--- src/rtl/text_cmd_decoder.sv ---
// Byte-stream text console decoder: turns uart bytes into screen-buffer
// cell writes, tracks the cursor and runs a hardware clear-screen sweep.
module text_cmd_decoder #(
  parameter int                  N_COL        = 160,
  parameter int                  N_ROW        = 60,
  parameter int                  COL_WIDTH    = 8,
  parameter int                  ROW_WIDTH    = 6,
  parameter int                  DATA_WIDTH   = 8,
  parameter int                  CHAR_WIDTH   = 7,
  parameter int                  ATTR_WIDTH   = 8,
  parameter logic [ATTR_WIDTH-1:0] ATTR_DEFAULT = 8'h0F,
  parameter logic [CHAR_WIDTH-1:0] CLEAR_CHAR   = 7'h20
) (
  input  logic                  clk_i,
  input  logic                  rst_i,
  input  logic                  rx_valid_i,
  input  logic [DATA_WIDTH-1:0] rx_data_i,
  output logic                  wr_en_o,
  output logic [COL_WIDTH-1:0]  col_o,
  output logic [ROW_WIDTH-1:0]  row_o,
  output logic [CHAR_WIDTH-1:0] char_o,
  output logic [ATTR_WIDTH-1:0] attr_o,
  output logic [COL_WIDTH-1:0]  cursor_col_o,
  output logic [ROW_WIDTH-1:0]  cursor_row_o,
  output logic                  busy_o,
  output logic                  drop_o
);

  typedef enum logic [2:0] {
    IDLE, ESC_COL, ESC_ROW, ATTR, CLEAR
  } state_t;

  localparam logic [COL_WIDTH-1:0] COL_MAX = COL_WIDTH'(N_COL - 1);
  localparam logic [ROW_WIDTH-1:0] ROW_MAX = ROW_WIDTH'(N_ROW - 1);
  localparam logic [COL_WIDTH-1:0] COL_ONE = COL_WIDTH'(1);
  localparam logic [ROW_WIDTH-1:0] ROW_ONE = ROW_WIDTH'(1);

  state_t                  state;
  logic                    prev_valid;
  logic [ATTR_WIDTH-1:0]   attr_q;
  logic                    accept;
  logic                    is_print;
  logic                    is_cr;
  logic                    is_lf;
  logic                    is_bs;
  logic                    is_esc;
  logic                    is_attr;
  logic                    is_ff;
  logic [ROW_WIDTH-1:0]    row_next;
  logic [COL_WIDTH-1:0]    col_set;
  logic [ROW_WIDTH-1:0]    row_set;

  assign accept   = rx_valid_i & ~prev_valid;
  assign is_print = (rx_data_i >= DATA_WIDTH'(8'h20)) &&
                    (rx_data_i <= DATA_WIDTH'(8'h7E));
  assign is_cr    = rx_data_i == DATA_WIDTH'(8'h0D);
  assign is_lf    = rx_data_i == DATA_WIDTH'(8'h0A);
  assign is_bs    = rx_data_i == DATA_WIDTH'(8'h08);
  assign is_esc   = rx_data_i == DATA_WIDTH'(8'h1B);
  assign is_attr  = rx_data_i == DATA_WIDTH'(8'h11);
  assign is_ff    = rx_data_i == DATA_WIDTH'(8'h0C);

  // Grid sizes are not powers of two, so every wrap and clamp is explicit
  assign row_next = (cursor_row_o == ROW_MAX) ? '0 : cursor_row_o + ROW_ONE;
  assign col_set  = (32'(rx_data_i) >= N_COL) ? COL_MAX
                                             : COL_WIDTH'(rx_data_i);
  assign row_set  = (32'(rx_data_i) >= N_ROW) ? ROW_MAX
                                             : ROW_WIDTH'(rx_data_i);

  always_ff @(posedge clk_i) begin
    if (rst_i) begin
      state        <= IDLE;
      prev_valid   <= 1'b1;
      attr_q       <= ATTR_DEFAULT;
      wr_en_o      <= 1'b0;
      col_o        <= '0;
      row_o        <= '0;
      char_o       <= '0;
      attr_o       <= '0;
      cursor_col_o <= '0;
      cursor_row_o <= '0;
      busy_o       <= 1'b0;
      drop_o       <= 1'b0;
    end else begin
      prev_valid <= rx_valid_i;
      wr_en_o    <= 1'b0;
      drop_o     <= 1'b0;
      unique case (state)
        IDLE: begin
          if (accept) begin
            unique case (1'b1)
              is_print: begin
                wr_en_o <= 1'b1;
                col_o   <= cursor_col_o;
                row_o   <= cursor_row_o;
                char_o  <= rx_data_i[CHAR_WIDTH-1:0];
                attr_o  <= attr_q;
                if (cursor_col_o == COL_MAX) begin
                  cursor_col_o <= '0;
                  cursor_row_o <= row_next;
                end else begin
                  cursor_col_o <= cursor_col_o + COL_ONE;
                end
              end
              is_cr: cursor_col_o <= '0;
              is_lf: begin
                cursor_col_o <= '0;
                cursor_row_o <= row_next;
              end
              is_bs: begin
                if (cursor_col_o != '0)
                  cursor_col_o <= cursor_col_o - COL_ONE;
              end
              is_esc:  state <= ESC_COL;
              is_attr: state <= ATTR;
              is_ff: begin
                // first sweep cell is emitted in the same cycle as entry
                state   <= CLEAR;
                busy_o  <= 1'b1;
                wr_en_o <= 1'b1;
                col_o   <= '0;
                row_o   <= '0;
                char_o  <= CLEAR_CHAR;
                attr_o  <= attr_q;
              end
              default: ;
            endcase
          end
        end
        ESC_COL: begin
          if (accept) begin
            cursor_col_o <= col_set;
            state        <= ESC_ROW;
          end
        end
        ESC_ROW: begin
          if (accept) begin
            cursor_row_o <= row_set;
            state        <= IDLE;
          end
        end
        ATTR: begin
          if (accept) begin
            attr_q <= rx_data_i[ATTR_WIDTH-1:0];
            state  <= IDLE;
          end
        end
        CLEAR: begin
          if (accept)
            drop_o <= 1'b1;
          if (col_o == COL_MAX && row_o == ROW_MAX) begin
            busy_o       <= 1'b0;
            cursor_col_o <= '0;
            cursor_row_o <= '0;
            state        <= IDLE;
          end else begin
            wr_en_o <= 1'b1;
            if (col_o == COL_MAX) begin
              col_o <= '0;
              row_o <= row_o + ROW_ONE;
            end else begin
              col_o <= col_o + COL_ONE;
            end
          end
        end
        default: state <= IDLE;
      endcase
    end
  end

endmodule

--- config.mk ---
export PLATFORM = sky130hd
export DESIGN_NAME = text_cmd_decoder
export DESIGN_NICKNAME = d
export VERILOG_FILES = /design/src/rtl/text_cmd_decoder.sv
export SDC_FILE = /design/constraint.sdc
export NUM_CORES = 1
export LEC_CHECK = 0
export ABC_AREA = 1
export BUFFER_PORTS_ARGS = -buffer_cell sky130_fd_sc_hd__buf_2
export CORE_UTILIZATION = 52
export DETAILED_ROUTE_END_ITERATION = 12
export GPL_TIMING_DRIVEN = 0
export PLACE_DENSITY = 0.79
export SYNTH_ARGS = -nofsm -noshare
export SYNTH_HDL_FRONTEND = slang
export SYNTH_SLANG_ARGS = --single-unit
--- constraint.sdc ---
create_clock -name clk_i -period 1.5 [get_ports clk_i]
set_input_delay 0.3 -clock clk_i [delete_from_list [all_inputs] [get_ports clk_i]]
set_output_delay 0.3 -clock clk_i [all_outputs]
set_load 0.05 [all_outputs]
======== Yosys cells after proc, flatten, opt, wreduce, memory -nomap -nowiden ========
Index checks and enable logic that the tools add are counted.
storage, ports and cells
  bits in registers ....................... 58
  output and inout port bits .............. 46
  bits of input ports ..................... 11
  logic and storage cells ................. 115
operators by class
  equal/unequal tests ..................... 28
  reduce and logical (&&, ||, !) cells .... 21
  $add $sub $neg .......................... 5
  magnitude comparators ................... 4
  mux-type cells .......................... 42
  bitwise logic cells ..................... 3
operator list
  kind                   count
  $mux W8                9
  $mux W6                9
  $pmux W8 S3            2
  $pmux W6 S2            3
  $eq A8 B4 Y1 const B   4
  $pmux W8 S2            2
  $pmux W6 S3            1
  $add A8 B1 Y8 const B  2
  $eq A8 B5 Y1 const B   2
  $eq A8 B8 Y1 const B   2
  $ge A8 B6 Y1 const B   2
  $ne A2 B2 Y1 const B   7
  $pmux W7 S2            1
  $add A6 B1 Y6 const B  2
  $eq A6 B6 Y1 const B   2
  $mux W3                4
  $ne A3 B3 Y1 const B   4
  $pmux W3 S4            1
  $reduce_and A6 Y1      2
  $reduce_and A5 Y1      2
  $pmux W3 S3            1
  $ge A8 B8 Y1 const B   1
  $le A8 B7 Y1 const B   1
  $ne A4 B4 Y1 const B   2
  18 further kinds       35

======== Logic depth before layout (Yosys ltp) ========
  depth in word-level cells ............... 6
  mapped depth ............................ 13
  depth with buffers taken out ............ 12

======== Least setup slack after synthesis ========
OpenSTA, ideal clock, no wires.
  path type ............................... register to register
  start point ............................. reg cursor_col_o[0]
  end point ............................... reg cursor_col_o[0]
  path slack .............................. -585 ps
  setup time .............................. 113 ps
  arrival ................................. 1973 ps
  period minus slack after synthesis ...... 2085 ps
  required time ........................... 1387 ps
  buffers on the path ..................... 1
  cell stages (with the launch flop) ...... 12
  path through ............................ dfxtp_1 inv_1 ha_1 nand2_1 nor2_1 nand3_1 nand2_1 nor2_4 nand2_4 buf_6 nor2_1 nor2_1
on the way
  longest elaborated chain between the ends .. 5
  elaborated cells between the ends (all ways) .. 11
  classes of those cells .................. 2 x add/sub; 2 x eq/ne; 5 x mux; 2 x reduce/logical
RTL lines
  item                                   RTL line  source
  from (decl)                            23        output logic [COL_WIDTH-1:0] cursor_col_o,
  from (signal assigned)                 102       cursor_col_o <= cursor_col_o + COL_ONE;
  from (signal assigned)                 112       cursor_col_o <= cursor_col_o - COL_ONE;
  from (signal assigned)                 132       cursor_col_o <= col_set;
  $sub A8 B1 Y8 (tied with other cells)  112
  $mux W8 (on tied branches)             111, 98
  $pmux W8 S3                            91        unique case (1'b1)
  $mux W8                                90        if (accept) begin
  $pmux W8 S3                            88        unique case (state)
Several ways; a longest one is shown, not always the timed one. The select of a mux whose other input is x is not followed.
A chain may end at the register's enable or synchronous reset.

======== Worst setup path in the final report ========
  start point ............................. reg col_o[0]
  end point ............................... reg cursor_col_o[0]
on the way
  longest elaborated chain between the ends .. 4
RTL lines
  item                                RTL line  source
  from (decl)                         19        output logic [COL_WIDTH-1:0] col_o,
  from (signal assigned)              94        col_o <= cursor_col_o;
  from (signal assigned)              162       col_o <= col_o + COL_ONE;
  $eq A8 B8 Y1                        151       if (col_o == COL_MAX && row_o == ROW_MAX) begin
  $logic_and A1 B1 Y1                 151
  $ne A2 B2 Y1 (no source line)       n/a
  $reduce_and A6 Y1 (no source line)  n/a
No other way between the ends.

==> out/metrics.yaml <==
synthesis:
  post-synth-top-count-cell: "nand2_1"
  synth_commonest_cells: "nand2_1 (130), nor2_1 (110), dfxtp_1 (58)"
  synthArstFlopShare_pct: 0
  yosysWarnings: 0
  yosys.area.top_type: "dfxtp_1"
  syn_area_per_cell_um2: 6.47
  synthCells: 567
  netlist.area_leader.share_pct: 31.7
  mappedNetlistArea_um2: 3670
  synth_cell_types: 41
  synth_ff_type: "dfxtp_1"
  synth_edf_count: 0
  ys_seq_area_share_pct: 31.7
  yosys_register_bits: 58
  synth.net_count: 583
  synth_area_leaders: "dfxtp_1 (32%), nand2_1 (13%), nor2_1 (11%)"
outcome:
  violations: "negative setup slack"
  status: "finished with violations"
final_layout:
  num-nets-final: 679
  design_area_um2: 5000
  regArea_um2: 1210
  area.growth.synth_to_final_pct: 36.4
  drive_gt1_share_pct: 35.6
  fillCellCount: 515
  multi_input_area_um2: 2530
  diodes: 0
placement:
  dpl_worst_slack_ns: -0.404
  dp_hpwl_mm: 7.56
  dpl-instance-area_um2: 4190
  gp_congestion: 0.959
  port_buffers: 55
sta:
  period_minus_slack_ns: 1.70
  tightest_slew_ns: 0.727
  fin_skew_ns: 0.0153
  setup_slack_ns: -0.195
  slew_headroom_pct: 51.5
  hold_viol: 0
  whs_ns: 0.135
  finalMaxSlewViolations: 0
  finalSetupViolations: 33
  rsz0062_at_grt: "true"
  fmax_ghz: 0.590
  period_share_pct: 113
floorplan:
  fp.coreArea_um2: 6790
  die_w_um: 86.0
  initial_core_util_pct: 54.0
  num_io_pins: 57
  dieArea_um2: 7390
  dieHeight_um: 86.0
  rows: 30
setup_path:
  end_kind: "flop"
  slowest_delay_ns: 0.37
  critPathMaxFanout: 5
  cp_data_required_time_ns: 1.77
  startpoint_type: "flop"
  rr_startpoint: "col_o[0]$_SDFFE_PP0P_"
  cp.arrival_ns: 1.96
  critical_path.startpoint: "col_o[0]$_SDFFE_PP0P_"
  r2r_slack_ns: -0.20
  slowest_stage: "dfxtp_4"
  crit_chain: "ha_4 > nand3_4 > nor2_4 > nand3_4 > nand2_8 > nand2_4 > nor2_4 > nand2_4 > buf_6 > nand2_2 > nand2_1 > nor2_1"
  crit_type: "reg2reg"
grt:
  grt_pass1_vias: 3914
  grt_usage_pct: 31.6
  grt_max_degree: 11
  grt_pass1_wl_mm: 18.4
  antenna_found_initial: 0
  global_route.overflow_total: 0
clocking:
  htreeDepth: 3
  postCtsHoldBufs: 0
  clockBufferDepth: 2
  clock_tree.root_cell: "clkbuf_8"
  cts.reportedPaths.clkPinSlew_ns: 0.08
  cts_tree: "yes"
  clk_latency_ns: 0.36
  cts_buffers: 9
  clkSinkCount: 58
routing:
  drt_iter0_drc: 397
  wire_per_inst_um: 15.5
  drc: 0
  wirelength_mm: 11.9
  final_antenna_net_count: 0
  vias: 4349
  vias_per_cell: 5.69
  drt_pass1_iterations: 5
pwr:
  power_frac_seq_pct: 40.8
  intPower_mw: 2.81
  p_sw_mw: 1.14
  total_leakage_power_nw: 2.36
  fin_total_pwr_mw: 3.94
  vdd_ir_drop_max_v: 0.000542
  powerDensity_nw_per_um2: 788
  combPwrFrac_pct: 14.4
  p_clk_share_pct: 44.8
  p_sw_share_pct: 28.8
worst_hold_path:
  hold_path_class: "in2reg"
  hold_path_startpoint: "rx_valid_i"
flow_run:
  maxCapViolCount: 0
sequential cells by signal, summed over array words and instances (netlist names):
signal / flops
attr_o: 8
attr_q: 8
col_o: 8
cursor_col_o: 8
char_o: 7
cursor_row_o: 6
row_o: 6
state: 3
busy_o: 1
drop_o: 1
prev_valid: 1
wr_en_o: 1
power groups by stage:
| stage | registers, mW | clock network, mW | logic [mW] |
|---|---|---|---|
| floorplan | 1.74 | 0 | 0.250 |
| global placement | 1.64 | 0 | 0.471 |
| detailed placement | 1.64 | 0 | 0.479 |
| CTS | 1.60 | 1.74 | 0.511 |
| global route | 1.61 | 1.82 | 0.608 |
| finish | 1.61 | 1.77 | 0.568 |
routing by layer:
layer,vias up,track usage (%),routed length [um]
met2,220,52.4,5770
met3,35,5.97,868
met5,-,0,0
met4,0,14.1,319
met1,2047,39.8,4920
li1,2047,-,-
final cells by class:
cell class / count / share of cell area (%)
Buffer: 16 / 2.55
Multi-Input combinational cell: 446 / 50.7
Tap cell: 96 / 2.40
Timing Repair inverter: 1 / 0.125
Clock inverter: 2 / 0.725
Inverter: 47 / 3.98
Sequential cell: 58 / 24.2
Timing Repair Buffer: 84 / 11.2
Clock buffer: 14 / 4.10
repair_timing:
item / CTS / global route
buffers inserted: 12 / 13
gates resized for setup: 34 / 58
cloned: 4 / 2
setup endpoints to repair: 46 / 46
hold endpoints to repair: 0 / 0
pin swaps: 11 / 31
path summary, 6_finish.rpt:
path	end	depth (start not counted)
hold reg to reg	char_o[3]$_SDFFE_PP0P_	2
setup reg to reg	cursor_col_o[0]$_SDFFE_PP0P_	12
setup / recovery	cursor_col_o[0]$_SDFFE_PP0P_	12
hold / removal	prev_valid$_SDFF_PP1_	3
metrics by stage:
stage                     setup TNS (ns)  std cells  utilization [%]
after CTS                          -4.22        750             68.9
after floorplan                    -1.74        567                -
after global placement            -10.62        718             61.6
after global routing               -7.07        764             73.6
final                              -4.05        764             73.6
after detailed placement          -11.95        718             61.6
cell usage in the layout, fill, tap and decap left out, drive strengths merged, types with 3 or more instances in the layout:
master	instances
nor2	125
buf	93
nand3	50
o21ai	46
nand2	141
nand4	7
xor2	7
xnor2	4
dfxtp	58
ha	5
inv	46
o211ai	4
nor3	13
clkinv	3
clkbuf	21
a21oi	30
logic make-up (layout without fill, tap and decap cells):
group                    count (synthesis)  count (layout)  share of synthesized area [%]
adder cells (fa/ha/maj)                  5               5                           1.71
AO/OA/AOI/OAI                           90              90                           13.3
buffers and inverters                   64             164                           7.57
AND/OR/NAND/NOR                        339             340                           43.1
flip-flops                              58              58                           31.7
XOR/XNOR                                11              11                           2.63
worst max-delay path: cells and delay by family (launching register included):
| kind | cells | cell delay (ns) |
|---|---|---|
| DFF | 1 | 0.37 |
| adders and majority gates | 1 | 0.15 |
| buffers and inverters | 1 | 0.12 |
| and+or+nand+nor | 10 | 0.96 |
No activity file was read; power rests on OpenSTA's default activity.
